--- src/rtl/axi_lite_master.sv ---
// axi_lite_master: AXI4-Lite initiator, one single-beat transaction at a time.
// Turns a local command (cmd_*) into an AXI-Lite write or read on m0_axi and
// returns the slave response on a one-cycle rsp_* pulse.
// Ports:
//   m0_axi_aclk / m0_axi_aresetn : clock, async active-low reset
//   cmd_*                        : command in (valid/ready, write, addr, wdata, wstrb)
//   rsp_*                        : completion pulse (valid, write, resp, rdata)
//   m0_axi_aw*/w*/b*/ar*/r*      : AXI4-Lite master channels
// All outputs are registered; valids never depend combinationally on readies.
module axi_lite_master #(
   parameter int unsigned DATA_WIDTH = 32,
   parameter int unsigned ADDR_WIDTH = 8
) (
   input  logic                      m0_axi_aclk,
   input  logic                      m0_axi_aresetn,
   // command port
   input  logic                      cmd_valid,
   output logic                      cmd_ready,
   input  logic                      cmd_write,
   input  logic [ADDR_WIDTH-1:0]     cmd_addr,
   input  logic [DATA_WIDTH-1:0]     cmd_wdata,
   input  logic [DATA_WIDTH/8-1:0]   cmd_wstrb,
   // response port
   output logic                      rsp_valid,
   output logic                      rsp_write,
   output logic [1:0]                rsp_resp,
   output logic [DATA_WIDTH-1:0]     rsp_rdata,
   // write address channel
   output logic [ADDR_WIDTH-1:0]     m0_axi_awaddr,
   output logic                      m0_axi_awvalid,
   input  logic                      m0_axi_awready,
   // write data channel
   output logic [DATA_WIDTH-1:0]     m0_axi_wdata,
   output logic [DATA_WIDTH/8-1:0]   m0_axi_wstrb,
   output logic                      m0_axi_wvalid,
   input  logic                      m0_axi_wready,
   // write response channel
   input  logic [1:0]                m0_axi_bresp,
   input  logic                      m0_axi_bvalid,
   output logic                      m0_axi_bready,
   // read address channel
   output logic [ADDR_WIDTH-1:0]     m0_axi_araddr,
   output logic                      m0_axi_arvalid,
   input  logic                      m0_axi_arready,
   // read data channel
   input  logic [DATA_WIDTH-1:0]     m0_axi_rdata,
   input  logic [1:0]                m0_axi_rresp,
   input  logic                      m0_axi_rvalid,
   output logic                      m0_axi_rready
);

   localparam int unsigned STRB_WIDTH = DATA_WIDTH / 8;

   typedef enum logic [2:0] {
      IDLE    = 3'd0,
      WR_ADDR = 3'd1,
      WR_RESP = 3'd2,
      RD_ADDR = 3'd3,
      RD_DATA = 3'd4
   } state_t;

   state_t                  state_q, state_d;
   logic                    cmd_ready_d;
   logic                    rsp_valid_d;
   logic                    rsp_write_d;
   logic [1:0]              rsp_resp_d;
   logic [DATA_WIDTH-1:0]   rsp_rdata_d;
   logic [ADDR_WIDTH-1:0]   awaddr_d;
   logic                    awvalid_d;
   logic [DATA_WIDTH-1:0]   wdata_d;
   logic [STRB_WIDTH-1:0]   wstrb_d;
   logic                    wvalid_d;
   logic                    bready_d;
   logic [ADDR_WIDTH-1:0]   araddr_d;
   logic                    arvalid_d;
   logic                    rready_d;

   // State and output registers
   always_ff @(posedge m0_axi_aclk or negedge m0_axi_aresetn) begin
      if (!m0_axi_aresetn) begin
         state_q        <= IDLE;
         cmd_ready      <= 1'b0;
         rsp_valid      <= 1'b0;
         rsp_write      <= 1'b0;
         rsp_resp       <= 2'b00;
         rsp_rdata      <= '0;
         m0_axi_awaddr  <= '0;
         m0_axi_awvalid <= 1'b0;
         m0_axi_wdata   <= '0;
         m0_axi_wstrb   <= '0;
         m0_axi_wvalid  <= 1'b0;
         m0_axi_bready  <= 1'b0;
         m0_axi_araddr  <= '0;
         m0_axi_arvalid <= 1'b0;
         m0_axi_rready  <= 1'b0;
      end else begin
         state_q        <= state_d;
         cmd_ready      <= cmd_ready_d;
         rsp_valid      <= rsp_valid_d;
         rsp_write      <= rsp_write_d;
         rsp_resp       <= rsp_resp_d;
         rsp_rdata      <= rsp_rdata_d;
         m0_axi_awaddr  <= awaddr_d;
         m0_axi_awvalid <= awvalid_d;
         m0_axi_wdata   <= wdata_d;
         m0_axi_wstrb   <= wstrb_d;
         m0_axi_wvalid  <= wvalid_d;
         m0_axi_bready  <= bready_d;
         m0_axi_araddr  <= araddr_d;
         m0_axi_arvalid <= arvalid_d;
         m0_axi_rready  <= rready_d;
      end
   end

   // Next-state and next-output logic; every register holds unless changed below
   always_comb begin
      state_d     = state_q;
      cmd_ready_d = cmd_ready;
      rsp_valid_d = 1'b0;
      rsp_write_d = rsp_write;
      rsp_resp_d  = rsp_resp;
      rsp_rdata_d = rsp_rdata;
      awaddr_d    = m0_axi_awaddr;
      awvalid_d   = m0_axi_awvalid;
      wdata_d     = m0_axi_wdata;
      wstrb_d     = m0_axi_wstrb;
      wvalid_d    = m0_axi_wvalid;
      bready_d    = m0_axi_bready;
      araddr_d    = m0_axi_araddr;
      arvalid_d   = m0_axi_arvalid;
      rready_d    = m0_axi_rready;

      case (state_q)
         IDLE: begin
            cmd_ready_d = 1'b1;
            if (cmd_valid && cmd_ready) begin
               cmd_ready_d = 1'b0;
               if (cmd_write) begin
                  awaddr_d  = cmd_addr;
                  wdata_d   = cmd_wdata;
                  wstrb_d   = cmd_wstrb;
                  awvalid_d = 1'b1;
                  wvalid_d  = 1'b1;
                  state_d   = WR_ADDR;
               end else begin
                  araddr_d  = cmd_addr;
                  arvalid_d = 1'b1;
                  state_d   = RD_ADDR;
               end
            end
         end

         // AW and W retire independently; leave only when both have handshaken
         WR_ADDR: begin
            if (m0_axi_awvalid && m0_axi_awready) awvalid_d = 1'b0;
            if (m0_axi_wvalid && m0_axi_wready)   wvalid_d  = 1'b0;
            if (!awvalid_d && !wvalid_d) begin
               bready_d = 1'b1;
               state_d  = WR_RESP;
            end
         end

         WR_RESP: begin
            if (m0_axi_bvalid && m0_axi_bready) begin
               bready_d    = 1'b0;
               rsp_valid_d = 1'b1;
               rsp_write_d = 1'b1;
               rsp_resp_d  = m0_axi_bresp;
               rsp_rdata_d = '0;
               cmd_ready_d = 1'b1;
               state_d     = IDLE;
            end
         end

         RD_ADDR: begin
            if (m0_axi_arvalid && m0_axi_arready) begin
               arvalid_d = 1'b0;
               rready_d  = 1'b1;
               state_d   = RD_DATA;
            end
         end

         RD_DATA: begin
            if (m0_axi_rvalid && m0_axi_rready) begin
               rready_d    = 1'b0;
               rsp_valid_d = 1'b1;
               rsp_write_d = 1'b0;
               rsp_resp_d  = m0_axi_rresp;
               rsp_rdata_d = m0_axi_rdata;
               cmd_ready_d = 1'b1;
               state_d     = IDLE;
            end
         end

         default: begin
            state_d = IDLE;
         end
      endcase
   end

endmodule
--- config.mk ---
export PLATFORM = sky130hd
export DESIGN_NAME = axi_lite_master
export DESIGN_NICKNAME = d
export VERILOG_FILES = /design/src/rtl/axi_lite_master.sv
export SDC_FILE = /design/constraint.sdc
export NUM_CORES = 1
export LEC_CHECK = 0
export ABC_AREA = 1
export BUFFER_PORTS_ARGS = -buffer_cell sky130_fd_sc_hd__clkbuf_2
export CAP_MARGIN = 30
export CORE_ASPECT_RATIO = 0.8
export CORE_MARGIN = 1
export CORE_UTILIZATION = 46
export DETAILED_ROUTE_END_ITERATION = 8
export PLACE_DENSITY = 0.79
export SYNTH_ARGS = -nofsm -noshare
export SYNTH_HDL_FRONTEND = slang
export SYNTH_SLANG_ARGS = --single-unit
--- constraint.sdc ---
create_clock -name m0_axi_aclk -period 1.4 [get_ports m0_axi_aclk]
set_input_delay 0.28 -clock m0_axi_aclk [delete_from_list [all_inputs] [get_ports m0_axi_aclk]]
set_output_delay 0.28 -clock m0_axi_aclk [all_outputs]
set_load 0.005 [all_outputs]
# Word level (Yosys, flattened, before mapping)
# Cells that the tools add are included.
[op_classes]
eq_ne = 11
mux = 39
bitwise = 1
reduce_logical = 25
[op_table]
columns = ["cell", "n"]
rows = [
  ["$mux 32", 2],
  ["$pmux 32 s2", 1],
  ["$reduce_and 3->1", 7],
  ["$mux 1", 18],
  ["$mux 3", 5],
  ["$pmux 3 s5", 1],
  ["$ne 2x2->1 const B", 7],
  ["$pmux 1 s2", 7],
  ["$reduce_bool 2->1", 5],
  ["$logic_and 1x1->1", 7],
  ["$eq 3x2->1 const B", 2],
  ["$mux 2", 3],
  ["$reduce_and 5->1", 1],
  ["$pmux 2 s2", 1],
  ["$reduce_and 4->1", 1],
  ["$eq 3x1->1 const B", 1],
  ["$eq 3x3->1 const B", 1],
  ["$logic_not 3->1", 1],
  ["$pmux 1 s3", 1],
  ["$reduce_bool 3->1", 1],
  ["$logic_not 1->1", 2],
  ["$not 1->1", 1],
]
[word_totals]
register_bits = 97
in_bits = 89

# Depth between registers and ports, before layout
# Gate-level depths: netlist (run 1).
[depth]
word_depth = 7
mapped_depth = 8
ltp_nobuf = 8

# Worst setup path before layout (run 1)
# OpenSTA, ideal clock, no wires.
[synth_timing]
path_kind = "register to register"
from = "register state_q[0]"
to = "register m0_axi_awaddr[2]"
setup_time_ps = 121
t_arrival_ps = 1135
slack_ps = 144
stages_incl_launch_ff = 8
path_buffers = 1
synth_period_minus_slack_ps = 1256
path_cell_list = "dfrtp_1 nor2_4 nand2_1 inv_2 nand3_4 buf_2 nand2_1 o21ai_1"
[synth_between]
elab_chain_len = 2
[synth_rtl]
columns = ["item", "line", "text"]
rows = [
  ["start, declared", "62", "state_t state_q, state_d;"],
  ["start signal, assigned", "97", "state_q <= state_d;"],
  ["$logic_not 3->1", "133", "case (state_q)"],
  ["$reduce_and 3->1 (no source line)", "--", ""],
  ["end signal, assigned", "103", "m0_axi_awaddr <= awaddr_d;"],
  ["end, declared", "29", "output logic [ADDR_WIDTH-1:0] m0_axi_awaddr,"],
]
# Every way passes these cells.
# A chain may end at the register's enable or synchronous reset.

# Worst setup path in the final report (run 1)
[layout_timing]
from = "register state_q[2]"
to = "register rsp_rdata[31]"
[layout_between]
elab_chain_len = 3
[layout_rtl]
columns = ["item", "line", "text"]
rows = [
  ["$eq 3x3->1 / $eq 3x2->1 (equally long branches)", "133", ""],
  ["$ne 2x2->1 (no source line) / $reduce_bool 2->1 (equally long branches)", "--", ""],
  ["$reduce_and 3->1 (no source line)", "--", ""],
  ["end signal, assigned", "102", "rsp_rdata <= rsp_rdata_d;"],
  ["end, declared", "27", "output logic [DATA_WIDTH-1:0] rsp_rdata,"],
]
# Parallel ways exist; a longest one is shown, timed or not.

==> impl_metrics.toml, run 1 <==
[power]
seqPwrFrac_pct = 43.8
power_switching_w = 0.003702
power_w = 0.01075
power.leakage_nw = 3.208
power_density_nw_per_um2 = 1986
p_comb_share_pct = 36.5
p_int_w = 0.007052
sw_frac_of_total_pct = 34.43
peakVddDrop_mv = 1.093
clockPowerShare_pct = 19.6

[route]
drtPass1Iterations = 5
vias_per_cell = 4.913
drt_iter0_markers = 301
wl_per_cell_um = 13.65
detail-route-antenna-nets = 0
via_count = 3660
wl_um = 10170
drc = 0

[timing]
rsz0062_at_grt = "yes"
hold_violations = 0
slew_headroom_pct = 70.39
post-route-period-util_pct = 95.66
max_freq_ghz = 0.7467
setup_ws_ns = 0.06079
slew_viol_final = 0
tightest_slew_ns = 0.4441
setup_tns_ns = 0
fin_worst_skew_ns = 0.007922
fin_crit_ns = 1.339
final-setup-viol-count = 0

[cts]
h-tree-depth = 3
cts_buffer_depth = 2
clkSinkCount = 97
clk_pin_slew_ns = 0.09
numCtsBuffers = 9
ctsRootBufferMaster = "clkbuf_8"
clock_latency_ns = 0.35
tritoncts = "done"

[die]
die-height_um = 84.57
initial_core_util_pct = 48.45
die_area_um2 = 8897
io_pins = 183
rows = 29
core_um2 = 8092
die_x_um = 105.2

[layout]
layout.nets = 723
syn2layout_area_growth_pct = 38.14
post-route-util_pct = 66.92
antenna-diode-count = 0
drive_gt1_share_pct = 36.26
layout.cells.non_filler = 745

[grt]
grt_pass1_vias = 3655
antenna_found_initial = 0
grt_usage_pct = 23.67
grt_pass1_wl_um = 16660
grt_overflow = 0
grt_max_degree = 36

[setup_path]
critPathLaunchType = "flip-flop"
critPathMaxFanout = 33
rrSetupSlack_ns = 0.06
crit_type = "flip-flop to flip-flop"
r2r_end = "rsp_rdata[31]"
required_ns = 1.63
critical_path_arrival_ns = 1.57
timing.rr.start = "state_q[2]"
crit_path_end_kind = "flip-flop"
reg2reg_depth = 5
crit_start = "state_q[2]"

[logic_synthesis]
yosysTopAreaCell = "dfrtp_1"
synth_area_leaders = "dfrtp_1, nand2_1, nand3_1"
yosysSeqAreaShare_pct = 61.92
synth_top_area_share_pct = 61.92
synth_mux_area_share_pct = 0
synth.net_count = 528
synth-simple-area-share_pct = 29.43
synth_warnings = 0
synth-async-reset-ratio_pct = 100.0
synth_xor_area_share_pct = 0
synth_ff_type = "dfrtp_1"
synth-seq-cells = 97
synth_top_family_by_area = "simple AND/OR/NAND/NOR gates"
syn_inst = 439
yosys.area_share.adder_pct = 0
synth-edff-count = 0
synth-compound-area-share_pct = 3.511
syn_avg_cell_area_um2 = 8.929
netlist_area_um2 = 3920
ys_types = 18

[flow_run]
maxCapViolCount = 0

[placement]
io_buffers = 182
dp_hpwl_um = 7294
dpl.cell_count = 724
globalplace.congestion = 0.8263
post-place-ws_ns = 0.03377

[worst_hold_path]
worstHoldEndpoint = "m0_axi_wdata[11]"
hold_depth = 3
min-delay-start = "cmd_wdata[11]"
hold_path.class = "input port to flip-flop"

[run_status]
outcome = "finished, final reports clean"
[metal layers]
| metal | global-route usage [%] | wire [um] |
|---|---|---|
| met1 | 29.04 | 4268 |
| met2 | 40.13 | 4937 |
| met3 | 8.230 | 837 |
| met4 | 6.018 | 127 |
| met5 | 0 | 0 |
[through the flow]
stage               area, um2  hold slack (ns)
floorplan                3920         -0.01559
global placement         5076           0.2439
detailed placement       5076           0.2539
CTS                      5325           0.1029
global route             5415          0.09680
finish                   5415           0.1192
[worst max path at each step]
stage	endpoint	slack, ns	cells after the start
2_1_floorplan	m0_axi_awaddr[2]	0.14	7
3_3_place_gp	m0_axi_wstrb[3]	0.1	7
3_5_place_dp	m0_axi_wdata[27]	0.03	7
4_1_cts	m0_axi_wdata[27]	0.01	7
5_1_grt	m0_axi_wdata[2]	-0.03	8
6_report	rsp_rdata[31]	0.06	5
[area by class of cell]
type	count	area (um2)
clock buffer	11	141.4
clock inverter	3	90.09
fill	652	2676
inverter	21	81.33
multi-input combinational	300	1321
sequential	97	2429
tap	108	135.1
timing repair buffer	205	1217
[power by group through the flow]
stage	clock network [W]	registers [W]	logic, W
2_1_floorplan	0	0.00475	0.00170
3_3_place_gp	0	0.00471	0.00356
3_5_place_dp	0	0.00472	0.00375
4_1_cts	0.00215	0.00470	0.00376
5_1_grt	0.00226	0.00486	0.00443
6_report	0.00211	0.00472	0.00393
[kinds of logic after synthesis]
| group | Yosys count |
|---|---|
| simple gates | 273 |
| flops | 97 |
| buf+inv | 43 |
| compound gates | 26 |
[cells in the mapped netlist (2+ instances only)]
cell type and number:
nand3_1 69, clkbuf_1 7, nor2_1 8, o21ai_1 8, nand4_1 2, o21ai_0 14, inv_1 19, a21oi_1 3
dfrtp_1 97, buf_2 12, nand2_1 190, nand3_4 2, buf_6 3
[critical path, stage by stage (launching register included)]
cell,delay [ns]
dfrtp_1,0.45
nor2_1,0.18
nand4_1,0.20
buf_8,0.24
nand3_1,0.10
nand2_1,0.06
[placed cells by master, fill, tap and decap left out]
cell and n:
buf_12 8, clkbuf_1 1, dlygate4sd3_1 1, nor2_1 7, inv_2 1, nand4_1 2, nand2_1 186, clkbuf_2 181
dfrtp_2 1, o21ai_0 13, buf_8 1, clkbuf_8 10, o21ai_1 9, nor2_4 1, clkbuf_16 1, bufinv_16 3
nand3_4 3, inv_1 19, a21oi_1 3, dfrtp_1 96, nand2_2 4, inv_4 1, buf_6 1, nand3_1 69
buf_4 12, a22oi_2 1, nor2_2 2
[timing repair]
item	in CTS	in global routing
gates resized for setup	0	11
hold buffers	1	0
setup endpoints to repair	1	89
pin swaps	0	2
setup buffers	1	3
endpoints found under the hold margin	28	0
cloned	0	2
[registers in the layout, summed over array words and instances (netlist names), 2 cells and up]
| register | flops |
|---|---|
| m0_axi_wstrb | 4 |
| state_q | 3 |
| rsp_resp | 2 |
| m0_axi_wdata | 32 |
| rsp_rdata | 32 |
| m0_axi_awaddr | 8 |
| m0_axi_araddr | 8 |
(Power assumes the default switching activity.)
==> run 2, diff against run 1 <==
--- a/config.mk
+++ b/config.mk
@@ -13,6 +13,7 @@
 export CORE_UTILIZATION = 46
 export DETAILED_ROUTE_END_ITERATION = 8
 export PLACE_DENSITY = 0.79
+export RECOVER_POWER = 25
 export SYNTH_ARGS = -nofsm -noshare
 export SYNTH_HDL_FRONTEND = slang
 export SYNTH_SLANG_ARGS = --single-unit
==> run 2 against run 1 <==
  * Clock-buffer cell count unchanged
  * Die area did not move
  * Core utilization decreased by 0.36 points
  * Final area shrank 0.53%
  * Sequential cell count is the same
  * Largest power group unchanged
  * Final cell count stayed put
  * Maximum frequency hardly changed
  * Largest cell class unchanged
  * Sequential share of layout area is 0.24 points higher
  * Sequential power about the same
  * Clock power is essentially flat
==> impl_metrics.toml, run 2 (same netlist as run 1, synthesis figures left out) <==
[power]
power_density_nw_per_um2 = 1995
power_w = 0.01074
power.leakage_nw = 3.195
peakVddDrop_mv = 1.092

[worst_hold_path]
hold_path.class = "input port to flip-flop"
worstHoldEndpoint = "m0_axi_wdata[11]"
min-delay-start = "cmd_wdata[11]"
hold_depth = 3

[route]
via_count = 3681
drt_iter0_markers = 318
drc = 0
wl_per_cell_um = 13.67
vias_per_cell = 4.941
wl_um = 10180
detail-route-antenna-nets = 0
drtPass1Iterations = 4

[timing]
rsz0062_at_grt = "yes"
post-route-period-util_pct = 95.68
slew_headroom_pct = 71.54
slew_viol_final = 0
fin_crit_ns = 1.340
setup_ws_ns = 0.06045
tightest_slew_ns = 0.4269
setup_tns_ns = 0
final-setup-viol-count = 0
fin_worst_skew_ns = 0.007749
hold_violations = 0
max_freq_ghz = 0.7465

[placement]
dp_hpwl_um = 7294
globalplace.congestion = 0.8263
post-place-ws_ns = 0.03377
io_buffers = 182

[setup_path]
r2r_end = "rsp_rdata[31]"
crit_type = "flip-flop to flip-flop"
timing.rr.start = "state_q[2]"
critPathMaxFanout = 33
rrSetupSlack_ns = 0.06
required_ns = 1.63
critPathLaunchType = "flip-flop"
crit_path_end_kind = "flip-flop"
reg2reg_depth = 5
critical_path_arrival_ns = 1.57

[layout]
fill_cells = 658
biggestRegsByFlops = "m0_axi_wdata: 32 flops, rsp_rdata: 32 flops"
syn2layout_area_growth_pct = 37.41
antenna-diode-count = 0
final_common_cell = "nand2_1"
final_cell_mix = "nand2_1, clkbuf_2, dfrtp_1"
drive_gt1_share_pct = 36.11
post-route-util_pct = 66.57
layout.nets = 723

[die]
die_x_um = 105.2
core_um2 = 8092
die-height_um = 84.57
rows = 29
io_pins = 183
initial_core_util_pct = 48.45
die_area_um2 = 8897

[grt]
antenna_found_initial = 0
grt_overflow = 0
grt_pass1_vias = 3655
grt_max_degree = 36
grt_pass1_wl_um = 16660
grt_usage_pct = 23.67

[cts]
cts_buffer_depth = 2
clock_latency_ns = 0.35
clkSinkCount = 97
numCtsBuffers = 9
h-tree-depth = 3
ctsRootBufferMaster = "clkbuf_8"
clk_pin_slew_ns = 0.09
tritoncts = "done"

[run_status]
outcome = "finished, final reports clean"

[flow_run]
maxCapViolCount = 0
-- run 2: cell count changes in the layout (fill, tap and decap cells not counted), sizes merged --
cell	previous run	this run
buf	22	20
clkbuf	193	195
-- run 2: worst max-delay path, stage by stage (launching register included) --
cell and delay [ns]:
dfrtp_1 0.45, nor2_1 0.18, nand4_1 0.20, buf_8 0.23
nand3_1 0.10, nand2_1 0.06
-- run 2: power by group --
| part | total (W) | internal, W | switching [W] |
|---|---|---|---|
| Combinational | 0.00392 | 0.00185 | 0.00206 |
| Sequential | 0.00472 | 0.00397 | 0.000747 |
| Clock | 0.00211 | 0.00122 | 0.000891 |
| Total | 0.0107 | 0.00704 | 0.00370 |
-- run 2: final cells by class --
type	count	area, um2	area share, %
clock buffers	11	141.4	2.625
well taps	108	135.1	2.509
multi-input cells	300	1321	24.53
repair buffers	205	1189	22.07
clock inverters	3	90.09	1.672
inverters	21	81.33	1.510
flip-flops and latches	97	2429	45.09
-- run 2: worst max-delay path by stage --
stage / from / end / slack, ns / cells after the start
after detailed placement: state_q[0] / m0_axi_wdata[27] / 0.03 / 7
after CTS: state_q[0] / m0_axi_wdata[27] / 0.01 / 7
after global placement: state_q[0] / m0_axi_wstrb[3] / 0.1 / 7
after floorplan: state_q[0] / m0_axi_awaddr[2] / 0.14 / 7
after global routing: state_q[1] / m0_axi_wdata[2] / -0.03 / 8
final: state_q[2] / rsp_rdata[31] / 0.06 / 5
-- run 2: routing by layer --
metal | GRT usage (%) | vias up | share of wire (%)
met5 | 0 | - | 0
met4 | 6.018 | 0 | 1.4
li1 | - | 1779 | -
met1 | 29.04 | 1724 | 42
met2 | 40.13 | 165 | 48
met3 | 8.230 | 13 | 8.1
-- run 2: what timing repair did --
item / CTS / global route
cloned: 0 / 2
gates resized for setup: 0 / 11
hold buffers: 1 / 0
buffers inserted: 1 / 3
endpoints found under the hold margin: 28 / 0
pin swaps: 0 / 2
endpoints found under the setup margin: 1 / 89
-- run 2: stage by stage --
step / cell area (um2) / hold slack, ns / instances
floorplan: 3920 / -0.01559 / 439
global placement: 5076 / 0.2439 / 724
detailed placement: 5076 / 0.2539 / 724
CTS: 5325 / 0.1029 / 740
global route: 5386 / 0.09680 / 745
finish: 5386 / 0.1183 / 745
==> run 3, diff against run 2 <==
--- a/config.mk
+++ b/config.mk
@@ -5,14 +5,13 @@
 export SDC_FILE = /design/constraint.sdc
 export NUM_CORES = 1
 export LEC_CHECK = 0
-export ABC_AREA = 1
 export BUFFER_PORTS_ARGS = -buffer_cell sky130_fd_sc_hd__clkbuf_2
 export CAP_MARGIN = 30
 export CORE_ASPECT_RATIO = 0.8
-export CORE_MARGIN = 1
+export CORE_MARGIN = 10
 export CORE_UTILIZATION = 46
 export DETAILED_ROUTE_END_ITERATION = 8
-export PLACE_DENSITY = 0.79
+export PLACE_DENSITY = 0.8
 export RECOVER_POWER = 25
 export SYNTH_ARGS = -nofsm -noshare
 export SYNTH_HDL_FRONTEND = slang
==> run 3 against run 2 <==
  * The run now ends with setup timing left
  * Sequential power decreased by 41%
  * Die area increased by 38%
  * Sequential cell count unchanged
  * Clock power decreased by 24%
  * Wire length increased by 1.6%
  * Hold slack improved by 0.039 ns
  * Highest routed layer unchanged
==> impl_metrics.toml, run 3 <==
[grt]
antenna_found_initial = 0
grt_usage_pct = 16.09
grt_max_degree = 52
grt_pass1_wl_um = 15920
grt_overflow = 0
grt_pass1_vias = 3064

[timing]
tightest_slew_ns = 0.6490
rsz0062_at_grt = "yes"
setup_ws_ns = -0.1623
final-setup-viol-count = 88
hold_violations = 0
fin_crit_ns = 1.562
fin_worst_skew_ns = 0.008241
slew_headroom_pct = 56.73
max_freq_ghz = 0.6401
slew_viol_final = 0
post-route-period-util_pct = 111.6

[power]
peakVddDrop_mv = 0.5887
power.leakage_nw = 3.018
power_density_nw_per_um2 = 878.3

[logic_synthesis]
yosysMostFrequentCell = "dfrtp_1"
synth-async-reset-ratio_pct = 100.0
yosysSeqAreaShare_pct = 64.05
synth-edff-count = 0
synth_area_leaders = "dfrtp_1, mux2_2, a22o_1"
synth-seq-cells = 97
syn_inst = 247
synth_ff_type = "dfrtp_1"
synth_warnings = 0
synth_commonest_cells = "dfrtp_1, mux2_2, a22o_1"
synth_top_area_share_pct = 64.05
ys_types = 32
netlist_area_um2 = 3790
syn_avg_cell_area_um2 = 15.34
synth.net_count = 336
yosysTopAreaCell = "dfrtp_1"

[setup_path]
slowest_delay_ns = 0.46
crit_slowest_cell = "dfrtp_2"
crit_type = "flip-flop to flip-flop"
timing.rr.start = "state_q[1]"
critical_path_arrival_ns = 1.79
reg2reg_depth = 5
critPathMaxFanout = 32
crit_path_end_kind = "flip-flop"
r2r_end = "m0_axi_wdata[6]"
path_cells = "nor3_4 -> buf_6 -> nand4_4 -> buf_12 -> mux2_4"
crit_start = "state_q[1]"
critPathLaunchType = "flip-flop"
setup.worst_path.end = "m0_axi_wdata[6]"
required_ns = 1.63
rrSetupSlack_ns = -0.16

[cts]
clock_latency_ns = 0.34
clkSinkCount = 97
cts_buffer_depth = 2
numCtsBuffers = 9
h-tree-depth = 3
clk_pin_slew_ns = 0.09
tritoncts = "done"
ctsRootBufferMaster = "clkbuf_8"

[run_status]
outcome = "complete, but fails checks"
violations = "setup timing"

[route]
vias_per_cell = 5.009
detail-route-antenna-nets = 0
drc = 0
wl_per_cell_um = 18.47
drtPass1Iterations = 4
via_count = 2805
wl_um = 10340
drt_iter0_markers = 98

[layout]
antenna-diode-count = 0
syn2layout_area_growth_pct = 38.23
final_common_cell = "clkbuf_2"
biggestRegsByFlops = "m0_axi_wdata: 32 flops, rsp_rdata: 32 flops"
final_cell_mix = "clkbuf_2, dfrtp_1, mux2_2"
post-route-util_pct = 65.63
layout.nets = 536
fin_area_um2 = 5239
drive_gt1_share_pct = 63.27

[die]
die_area_um2 = 12290
io_pins = 183
die-height_um = 101.2
core_um2 = 7983
die_x_um = 121.5
initial_core_util_pct = 47.48
rows = 29

[flow_run]
maxCapViolCount = 0

[worst_hold_path]
hold_path.class = "input port to flip-flop"

[placement]
io_buffers = 182
dp_hpwl_um = 7941
globalplace.congestion = 0.8100
placed_area_um2 = 4942
[run 3: changes by cell type in the layout (fill, tap and decap cells not counted), moves of 14 or more]
cell     before  now
nand2_1     186    6
nand3_1      69    2
mux2_2        0   41
a22o_1        0   34
mux2_4        0   15
inv_1        19    5
[run 3: repair_timing]
item                                    in CTS  in global routing
hold buffers                                 1                  0
pin swaps                                    3                  1
endpoints found under the setup margin      91                 92
resized for setup                           13                 11
setup buffers                                3                  0
cloned                                       1                  1
hold endpoints to repair                    97                  0
[run 3: area by class of cell]
cell class / instances / area [um2]
Sequential cell: 97 / 2431
Fill cell: 603 / 2744
Clock buffer: 10 / 127.6
Inverter: 5 / 18.77
Multi-Input combinational cell: 131 / 1310
Tap cell: 108 / 135.1
Timing Repair Buffer: 203 / 1172
Clock inverter: 6 / 43.79
[run 3: logic make-up after synthesis]
family	after synthesis	synth area share, %
compound gates	49	10.86
mux	56	16.64
buf+inv	19	3.301
flops	97	64.05
simple gates	26	5.151
[run 3: worst min-delay path by stage]
stage                               from               end  cells past startpoint
final                      cmd_wdata[21]  m0_axi_wdata[21]                      2
after global placement    m0_axi_aresetn      rsp_rdata[0]                      2
after floorplan           m0_axi_aresetn         cmd_ready                      0
after CTS                  cmd_wdata[21]  m0_axi_wdata[21]                      2
after global routing        cmd_wdata[1]   m0_axi_wdata[1]                      2
after detailed placement  m0_axi_aresetn     rsp_rdata[30]                      2
[run 3: power by group]
group	internal, W	total, W	switching [W]
Sequential	0.00280	0.00280	0
Clock	0.000654	0.00160	0.000945
Combinational	0.000101	0.000204	0.000103
[run 3: stage by stage]
step,power [W],std cells,hold slack [ns],setup TNS [ns],setup WS (ns)
6_report,0.004601,560,0.1571,-9.299,-0.1623
5_1_grt,0.004825,560,0.1369,-15.05,-0.1990
4_1_cts,0.004682,559,0.1353,-9.987,-0.1472
3_5_place_dp,0.003070,538,0.2917,-9.224,-0.1960
3_3_place_gp,0.003060,538,0.2854,-6.195,-0.1662
2_1_floorplan,0.002867,247,-0.01559,-5.441,-0.2119
[run 3: critical path: cells and delay by family, from the launching register on]
kind / cells / cell delay (ns)
DFF: 1 / 0.46
muxes: 1 / 0.32
and+or+nand+nor: 2 / 0.32
buffers and inverters: 2 / 0.33
[run 3: per-layer routing]
layer	global-route usage, %	wire length, um
met1	18.96	4258
met2	26.38	4936
met3	7.226	1122
met4	4.209	24
met5	0	0
